===== src/rtl/control_sequencer.sv =====
// Multi-cycle FETCH/EXEC/MEM/HALT sequencer: owns PC and IR, decodes 16-bit
// instructions into the datapath control word, and stalls LD/ST on mem_ready.
module control_sequencer #(
    parameter int              PC_W     = 6,
    parameter logic [PC_W-1:0] RESET_PC = '0
) (
    input  logic            clk_main,
    input  logic            reset,
    input  logic [15:0]     instr,
    input  logic            Z,
    input  logic [15:0]     BusA,
    input  logic            mem_ready,
    output logic [PC_W-1:0] PC,
    output logic [3:0]      DR,
    output logic [3:0]      SA,
    output logic [3:0]      SB,
    output logic [3:0]      FS,
    output logic            MB,
    output logic            MM,
    output logic            MD,
    output logic            MW,
    output logic            RW,
    output logic [15:0]     ConstOut,
    output logic            halted
);

    typedef enum logic [1:0] {FETCH, EXEC, MEM, HALT} state_t;

    state_t          state, state_nxt;
    logic [PC_W-1:0] pc_q, pc_nxt;
    logic [15:0]     ir, ir_nxt;
    logic [3:0]      op;
    logic            unused_busa;

    // Branch displacement is the DR field read as a signed 4-bit value.
    function automatic logic signed [PC_W-1:0] sext_off(input logic [3:0] f);
        return {{(PC_W-4){f[3]}}, f};
    endfunction

    assign op          = ir[15:12];
    assign unused_busa = ^BusA[15:PC_W];

    always_ff @(posedge clk_main) begin
        if (!reset) begin
            state <= FETCH;
            pc_q  <= RESET_PC;
            ir    <= '0;
        end else begin
            state <= state_nxt;
            pc_q  <= pc_nxt;
            ir    <= ir_nxt;
        end
    end

    always_comb begin
        state_nxt = state;
        pc_nxt    = pc_q;
        ir_nxt    = ir;
        FS        = 4'b0000;
        MB        = 1'b0;
        MM        = 1'b0;
        MD        = 1'b0;
        MW        = 1'b0;
        RW        = 1'b0;
        halted    = 1'b0;
        case (state)
            FETCH: begin
                ir_nxt    = instr;
                pc_nxt    = pc_q + PC_W'(1);
                state_nxt = EXEC;
            end
            EXEC: begin
                state_nxt = FETCH;
                if (!op[3]) begin
                    FS = {1'b0, op[2:0]};
                    RW = 1'b1;
                end else begin
                    case (op)
                        4'h8: begin
                            FS = 4'b0010;
                            MB = 1'b1;
                            RW = 1'b1;
                        end
                        4'h9: begin
                            MD        = 1'b1;
                            state_nxt = MEM;
                        end
                        4'hA: begin
                            MW        = 1'b1;
                            state_nxt = MEM;
                        end
                        // PC has already been incremented in FETCH, so the
                        // displacement is relative to the following instruction.
                        4'hB: if (Z) pc_nxt = pc_q + $unsigned(sext_off(ir[11:8]));
                        4'hC: pc_nxt = BusA[PC_W-1:0];
                        4'hF: state_nxt = HALT;
                        default: ;
                    endcase
                end
            end
            MEM: begin
                if (op == 4'h9) begin
                    MD = 1'b1;
                    RW = mem_ready;
                end else begin
                    MW = 1'b1;
                end
                if (mem_ready) state_nxt = FETCH;
            end
            HALT: halted = 1'b1;
            default: state_nxt = FETCH;
        endcase
    end

    assign PC       = pc_q;
    assign DR       = ir[11:8];
    assign SA       = ir[7:4];
    assign SB       = ir[3:0];
    assign ConstOut = {12'b0, ir[3:0]};

endmodule

===== config.mk =====
export PLATFORM = sky130hd
export DESIGN_NAME = control_sequencer
export DESIGN_NICKNAME = d
export VERILOG_FILES = /design/src/rtl/control_sequencer.sv
export SDC_FILE = /design/constraint.sdc
export NUM_CORES = 1
export LEC_CHECK = 0
export CAP_MARGIN = 20
export CORE_ASPECT_RATIO = 1.75
export CORE_UTILIZATION = 46
export DETAILED_ROUTE_END_ITERATION = 12
export PLACE_DENSITY = 0.82
export SYNTH_ARGS = -nofsm -noshare
export SYNTH_HDL_FRONTEND = slang
export SYNTH_SLANG_ARGS = --single-unit

===== constraint.sdc =====
create_clock -name clk_main -period 5.03 [get_ports clk_main]
set_input_delay 0.503 -clock clk_main [delete_from_list [all_inputs] [get_ports clk_main]]
set_output_delay 0.503 -clock clk_main [all_outputs]
set_load 0.01 [all_outputs]

==> flow_summary.json, run 1 <==
{
  "seqCellArea_um2": 480,
  "multi_input_area_um2": 1100,
  "synth-seq-cells": 24,
  "nets": 292,
  "cts_tree": "built",
  "cts_resized": 0,
  "die_w_um": 50.4,
  "reg2reg_slack_ps": 2390,
  "routed_wl_mm": 3.88,
  "dr.pass1.iters": 4,
  "grt_pass1_wl_mm": 6.04,
  "worst_pin_slew_ps": 1010,
  "cp.arrival_ps": 2710,
  "skew_ps": 3.89,
  "critPathCaptureType": "output pin",
  "clk_latency_ps": 270,
  "yosys_warnings": 0,
  "start_util_pct": 48.4,
  "period_share_pct": 63.8,
  "grt-ovfl-total": 0,
  "post_cts_buffers": 0,
  "path_class": "reg -> out",
  "slew_headroom_pct": 32.4,
  "hold_violations": 0,
  "io_buffers": 55,
  "clk_pin_slew_ps": 90,
  "yosysSeqAreaShare_pct": 25.4,
  "rr_worst_depth": 8,
  "power.density_nw_per_um2": 220,
  "layout-drive-gt1-share_pct": 7.00,
  "ctsHoldBuffers": 0,
  "grt_max_degree": 27,
  "track_usage_pct": 17.7,
  "ir_worst_vdd_uv": 173,
  "final_cell_mix": "55 x clkdlybuf4s50_1, 24 x dfxtp_1, 19 x nor2_1",
  "num_io_pins": 80,
  "wl_per_cell_um": 13.3,
  "cts.root.buffer_cell": "clkbuf_8",
  "outcome": "completed",
  "synth_area_leader_cell": "dfxtp_1",
  "syn_area_um2": 1890,
  "hold_depth": 2,
  "nFillCells": 361,
  "synth_top_area_share_pct": 25.4,
  "vias": 1557,
  "drt_iter0_drc": 27,
  "cp-start-kind": "register",
  "synth_ff_type": "dfxtp_1",
  "max-clock-path-buffers": 2,
  "r2r_end": "PC[2]",
  "drv_cap": 0,
  "htreeDepth": 1,
  "p_leak_nw": 0.984,
  "cp.required_ps": 4530,
  "viasPerCell": 5.35,
  "hold_path.class": "reg -> reg",
  "antenna_found_initial": 0,
  "die_h_um": 86.8,
  "row_count": 30,
  "rsz0062_at_grt": "false",
  "place_inst": 287,
  "fmax_mhz": 312,
  "die-area_um2": 4370,
  "layout.cells.most_common": "clkdlybuf4s50_1",
  "fin_crit_ps": 3210,
  "core_um2": 3900,
  "grt_pass1_vias": 1356,
  "postRouteAntennaNets": 0,
  "finalSetupViolCount": 0,
  "place_congestion": 0.843,
  "antenna_cells": 0,
  "clock-sinks": 24,
  "yosysUniqueCellTypes": 56,
  "synth_cells": 213,
  "drc_errors": 0,
  "syn2layout_area_growth_pct": 20.9,
  "hold_start": "ir[5]",
  "path_max_fanout": 26,
  "final_cells": 291,
  "synth_edf_count": 0,
  "drv_slew": 0,
  "numCtsBuffers": 3,
  "hold_path_end": "ir[5]",
  "r2r-start": "state[1]",
  "setup_tns_ps": 0,
  "syn_area_per_cell_um2": 8.86,
  "synth_area_leaders": "dfxtp_1 25%, buf_4 13%, mux2i_1 9.5%",
  "synthArstFlopShare_pct": 0,
  "post-dp-hpwl_mm": 2.82,
  "power.total_mw": 0.502
}
final cells by class:
| type | instances | share of cell area [%] |
|---|---|---|
| Tap cell | 48 | 2.63 |
| Inverter | 9 | 1.48 |
| Sequential cell | 24 | 21.0 |
| Multi-Input combinational cell | 151 | 48.3 |
| Timing Repair Buffer | 55 | 24.1 |
| Clock buffer | 4 | 2.41 |
cells in the mapped netlist, types with 4 or more instances:
library cell and n:
o21a_1 4, nor3_1 4, dfxtp_1 24, buf_6 5
nor2_1 19, mux2i_1 18, a21oi_1 8, o21ai_0 5
ha_1 11, nand2_1 11, inv_1 7, buf_4 32
nor2b_1 4
layer usage:
metal / part of all wire [%] / wire length, µm / GRT usage (%)
met5: 0 / 0 / 0
met4: 0.98 / 38 / 4.80
met3: 5.5 / 214 / 2.28
met2: 55 / 2130 / 35.0
met1: 39 / 1500 / 18.7
sequential cells by signal, indices dropped and copies added (netlist names):
register / count
state: 2
ir: 16
PC: 6
power by group:
group / switching, mW / total, mW / internal (mW) / leakage [nW]
combinational: 0.0648 / 0.145 / 0.0801 / 0.757
clock: 0.0631 / 0.133 / 0.0699 / 0.0288
sequential: 0.0213 / 0.225 / 0.203 / 0.198
per-stage QoR:
step	hold slack, ps	cell area (µm²)	utilization, %	setup WS, ps
after floorplan	462	1940	-	3130
after global placement	476	2230	57.1	2140
after detailed placement	480	2230	57.1	2110
after CTS	502	2280	58.5	1800
after global routing	522	2280	58.5	1650
final	493	2280	58.5	1820
cells by family (layout without fill, tap and decap cells):
family / count (synthesis) / after routing / synth area share (%)
buffers and inverters: 51 / 68 / 18.7
and+or+nand+nor: 58 / 58 / 17.6
muxes: 18 / 18 / 9.54
DFF: 24 / 24 / 25.4
xor gates and xnor gates: 5 / 5 / 2.32
adders and majority gates: 12 / 12 / 8.35
other: 1 / 14 / 0.199
AOI/OAI and AO/OA: 44 / 44 / 17.9
worst max-delay path by stage:
stage	cells after the start	end	start	slack, ps
detailed placement	5	MB	state[1]	2110
global placement	5	MB	state[1]	2140
floorplan	9	PC[4]	PC[0]	3130
CTS	5	MB	state[1]	1800
finish	5	MB	state[1]	1820
global route	5	MB	state[1]	1650
critical path, stage by stage, from the launching register on:
cell and delay, ps:
dfxtp_1 350, inv_1 110, ha_1 760, and2_2 340, nor4b_1 270, clkdlybuf4s50_1 590
Power figures use the tool's default switching activity.
==> run 2, diff against run 1 <==
--- a/config.mk
+++ b/config.mk
@@ -7,9 +7,9 @@
 export LEC_CHECK = 0
 export CAP_MARGIN = 20
 export CORE_ASPECT_RATIO = 1.75
-export CORE_UTILIZATION = 46
+export CORE_UTILIZATION = 43
 export DETAILED_ROUTE_END_ITERATION = 12
-export PLACE_DENSITY = 0.82
+export PLACE_DENSITY = 0.77
 export SYNTH_ARGS = -nofsm -noshare
 export SYNTH_HDL_FRONTEND = slang
 export SYNTH_SLANG_ARGS = --single-unit
==> constraint.sdc (replaced) <==
create_clock -name clk_main -period 3.1 [get_ports clk_main]
set_input_delay 0.31 -clock clk_main [delete_from_list [all_inputs] [get_ports clk_main]]
set_output_delay 0.31 -clock clk_main [all_outputs]
set_load 0.01 [all_outputs]
==> flow_summary.json, run 2 (same netlist as run 1, synthesis figures left out) <==
{
  "outcome": "completed",
  "wl_per_cell_um": 12.6,
  "p_sw_share_pct": 29.8,
  "largest_register_ffs": 16,
  "hold_depth": 2,
  "htreeDepth": 1,
  "drv_slew": 0,
  "layout.cells.most_common": "clkdlybuf4s50_1",
  "antenna_found_initial": 0,
  "die_h_um": 89.7,
  "grt_pass1_wl_mm": 5.81,
  "max-clock-path-buffers": 2,
  "reg2reg_slack_ps": 830,
  "io_buffers": 55,
  "path_max_fanout": 8,
  "clockPowerShare_pct": 23.4,
  "core_um2": 4190,
  "nFillCells": 399,
  "clock-sinks": 24,
  "rr_worst_depth": 9,
  "cts.root.buffer_cell": "clkbuf_8",
  "cts_resized": 0,
  "grt_pass1_vias": 1307,
  "switching_power_mw": 0.232,
  "p_leak_nw": 0.987,
  "hold_path_end": "ir[7]",
  "skew_ps": 9.35,
  "post_dp_cell_area_um2": 2240,
  "drc_errors": 0,
  "setup_tns_ps": 0,
  "vias": 1511,
  "die_w_um": 52.1,
  "place_inst": 290,
  "drt_iter0_drc": 7,
  "dp_slack_ps": 825,
  "layout-drive-gt1-share_pct": 7.38,
  "cp.arrival_ps": 2120,
  "worst_pin_slew_ps": 548,
  "hold_path.class": "reg -> reg",
  "post-dp-hpwl_mm": 2.77,
  "clk_pin_slew_ps": 70,
  "hold_violations": 0,
  "start_util_pct": 45.1,
  "seqPwrFrac_pct": 46.7,
  "routed_wl_mm": 3.70,
  "postRouteAntennaNets": 0,
  "place_congestion": 0.821,
  "p_int_mw": 0.547,
  "ctsHoldBuffers": 0,
  "hold_start": "ir[7]",
  "rsz0062_at_grt": "false",
  "fin_area_um2": 2290,
  "r2r_end": "PC[2]",
  "final_cell_mix": "55 x clkdlybuf4s50_1, 24 x dfxtp_1, 19 x nor2_1",
  "power.total_mw": 0.779,
  "grt-ovfl-total": 0,
  "num_io_pins": 80,
  "track_usage_pct": 16.5,
  "power.density_nw_per_um2": 341,
  "fmax_mhz": 411,
  "final_cells": 293,
  "grt_max_degree": 20,
  "fin_ws_ps": 665,
  "regMostFlops": "ir",
  "critPathCaptureType": "output pin",
  "syn2layout_area_growth_pct": 21.1,
  "r2r-start": "state[1]",
  "cp.required_ps": 2790,
  "slew_headroom_pct": 63.2,
  "fin_util_pct": 54.6,
  "drv_cap": 0,
  "antenna_cells": 0,
  "period_share_pct": 78.5,
  "viasPerCell": 5.16,
  "whs_ps": 502,
  "cts_tree": "built",
  "row_count": 31,
  "clk_latency_ps": 270,
  "numCtsBuffers": 3,
  "dr.pass1.iters": 4,
  "pwr-share-comb_pct": 29.9,
  "die-area_um2": 4670,
  "path_class": "reg -> out",
  "cp-start-kind": "register",
  "finalSetupViolCount": 0,
  "ir_worst_vdd_uv": 255,
  "post_cts_buffers": 0,
  "nets": 294,
  "fin_crit_ps": 2430
}
[run 2: cell count changes in the layout (fill, tap and decap cells not counted)]
cell	previous run	this run
buf_4	0	2
clkbuf_8	4	3
[run 2: area by class of cell]
class | instances | area, µm² | share of cell area, %
clock buffer | 3 | 41.3 | 1.81
tap | 49 | 61.3 | 2.68
sequential | 24 | 480 | 21.0
timing repair buffer | 57 | 566 | 24.7
multi-input combinational | 151 | 1100 | 48.3
inverter | 9 | 33.8 | 1.48
[run 2: power groups by stage]
stage                     clock (mW)  combinational (mW)  sequential [mW]
after detailed placement           0               0.234            0.371
after CTS                      0.190               0.235            0.364
final                          0.182               0.233            0.364
after global placement             0               0.230            0.370
after floorplan                    0               0.186            0.359
after global routing           0.204               0.257            0.368
[run 2: worst max path at each step]
| stage | startpoint | to | slack (ps) | cells past startpoint |
|---|---|---|---|---|
| finish | state[1] | MB | 670 | 5 |
| global route | state[1] | MB | 500 | 5 |
| CTS | state[1] | MB | 620 | 5 |
| detailed placement | state[1] | PC[2] | 830 | 9 |
| global placement | state[1] | PC[2] | 880 | 9 |
| floorplan | PC[0] | PC[4] | 1200 | 9 |
[run 2: critical path, stage by stage (launching register included)]
cell and delay (ps):
dfxtp_1 340, inv_1 100, ha_1 310, and2_2 250
nor4b_1 260, clkdlybuf4s50_1 590
[run 2: routing by layer]
| layer | up-vias | wire length, µm | GRT usage, % |
|---|---|---|---|
| li1 | 758 | - | - |
| met5 | - | 0 | 0 |
| met1 | 693 | 1500 | 18.2 |
| met2 | 53 | 1910 | 29.6 |
| met3 | 7 | 188 | 2.19 |
| met4 | 0 | 102 | 9.34 |
==> run 3, diff against run 2 <==
--- a/config.mk
+++ b/config.mk
@@ -7,9 +7,9 @@
 export LEC_CHECK = 0
 export CAP_MARGIN = 20
 export CORE_ASPECT_RATIO = 1.75
-export CORE_UTILIZATION = 43
+export CORE_UTILIZATION = 39
 export DETAILED_ROUTE_END_ITERATION = 12
-export PLACE_DENSITY = 0.77
+export PLACE_DENSITY = 0.73
 export SYNTH_ARGS = -nofsm -noshare
 export SYNTH_HDL_FRONTEND = slang
 export SYNTH_SLANG_ARGS = --single-unit
==> constraint.sdc (replaced) <==
create_clock -name clk_main -period 2.1 [get_ports clk_main]
set_input_delay 0.21 -clock clk_main [delete_from_list [all_inputs] [get_ports clk_main]]
set_output_delay 0.21 -clock clk_main [all_outputs]
set_load 0.01 [all_outputs]
==> flow_summary.json, run 3 (same netlist as run 1, synthesis figures left out) <==
{
  "largest_register_ffs": 16,
  "hold_violations": 0,
  "vias": 1574,
  "p_leak_nw": 1.07,
  "io_buffers": 55,
  "critPathCaptureType": "output pin",
  "critical_path.cell_chain": "inv_1 > ha_1 > nor2_2 > and3b_1 > clkdlybuf4s50_1",
  "track_usage_pct": 15.7,
  "layout-drive-gt1-share_pct": 16.3,
  "viasPerCell": 5.09,
  "die_w_um": 54.6,
  "drc_errors": 0,
  "power.total_mw": 1.25,
  "final_cells": 309,
  "antenna_cells": 0,
  "clk_latency_ps": 270,
  "die_h_um": 94.0,
  "die-area_um2": 5130,
  "slowest_stage": "clkdlybuf4s50_1",
  "place_inst": 305,
  "max-clock-path-buffers": 2,
  "ctsHoldBuffers": 0,
  "power.density_nw_per_um2": 514,
  "nets": 306,
  "grt_pass1_vias": 1415,
  "drv_cap": 0,
  "htreeDepth": 1,
  "cp.arrival_ps": 1820,
  "outcome": "completed",
  "dp_slack_ps": 70.1,
  "clk_pin_slew_ps": 90,
  "layout.cells.most_common": "clkdlybuf4s50_1",
  "cp.required_ps": 1890,
  "syn2layout_area_growth_pct": 28.3,
  "final_cell_mix": "53 x clkdlybuf4s50_1, 18 x dfxtp_1, 18 x mux2i_1, 18 x nor2_1",
  "drv_slew": 0,
  "clock-sinks": 24,
  "skew_ps": 2.78,
  "numCtsBuffers": 3,
  "fmax_mhz": 492,
  "cts_resized": 8,
  "drt_iter0_drc": 23,
  "routed_wl_mm": 3.79,
  "whs_ps": 501,
  "hold_path.class": "reg -> reg",
  "post_cts_buffers": 0,
  "path_class": "reg -> out",
  "ir_worst_vdd_uv": 350,
  "rsz0062_at_grt": "false",
  "antenna_found_initial": 0,
  "cts_tree": "built",
  "wl_per_cell_um": 12.3,
  "period_share_pct": 96.7,
  "postRouteAntennaNets": 0,
  "critical-path-max-stage-delay_ps": 470,
  "start_util_pct": 40.5,
  "cp-start-kind": "register",
  "post-dp-hpwl_mm": 2.95,
  "dr.pass1.iters": 4,
  "num_io_pins": 80,
  "post_dp_cell_area_um2": 2340,
  "cts.root.buffer_cell": "clkbuf_8",
  "finalSetupViolCount": 0,
  "fin_area_um2": 2420,
  "fin_ws_ps": 68.9,
  "setup_tns_ps": 0,
  "place_congestion": 0.801,
  "fin_util_pct": 51.9,
  "regMostFlops": "ir",
  "nFillCells": 445,
  "core_um2": 4670,
  "grt-ovfl-total": 0,
  "grt_max_degree": 18,
  "path_max_fanout": 5,
  "row_count": 33,
  "fin_crit_ps": 2030,
  "grt_pass1_wl_mm": 6.03
}
-- run 3: cell types whose count changed in the layout (fill, tap and decap cells not counted), sizes merged --
cell,delta
clkbuf,+1
clkdlybuf4s50,-2
dlygate4sd2,+2
buf,+12
-- run 3: cell type report --
class / count / area [µm²] / share of cell area [%]
Multi-Input combinational cell: 151 / 1130 / 46.5
Tap cell: 52 / 65.1 / 2.69
Sequential cell: 24 / 488 / 20.1
Inverter: 9 / 33.8 / 1.39
Timing Repair Buffer: 69 / 653 / 27.0
Clock buffer: 4 / 55.1 / 2.27
-- run 3: metal layers --
metal	up-vias	part of all wire [%]	GRT usage, %
met5	-	0	0
met1	711	38	17.0
met2	64	55	29.0
li1	788	-	-
met4	0	3.0	5.98
met3	11	4.5	1.46
-- run 3: power by group --
group / total (mW) / internal, mW / switching (mW)
clock network: 0.329 / 0.168 / 0.161
registers: 0.525 / 0.489 / 0.0364
logic: 0.392 / 0.218 / 0.174
-- run 3: worst max-delay path: cells and delay by family, from the launching register on --
family	cells	cell delay, ps
buffers and inverters	2	550
flip-flops	1	390
AND/OR/NAND/NOR	2	340
adder cells (fa/ha/maj)	1	270
-- run 3: final timing paths --
| kind | startpoint | end | slack, ps | cells after the start |
|---|---|---|---|---|
| setup / recovery | state[0] | MD | 70 | 5 |
| hold / removal | ir[4] | ir[4] | 500 | 2 |
| setup reg to reg | ir[8] | PC[4] | 140 | 9 |
| hold reg to reg | ir[4] | ir[4] | 500 | 2 |
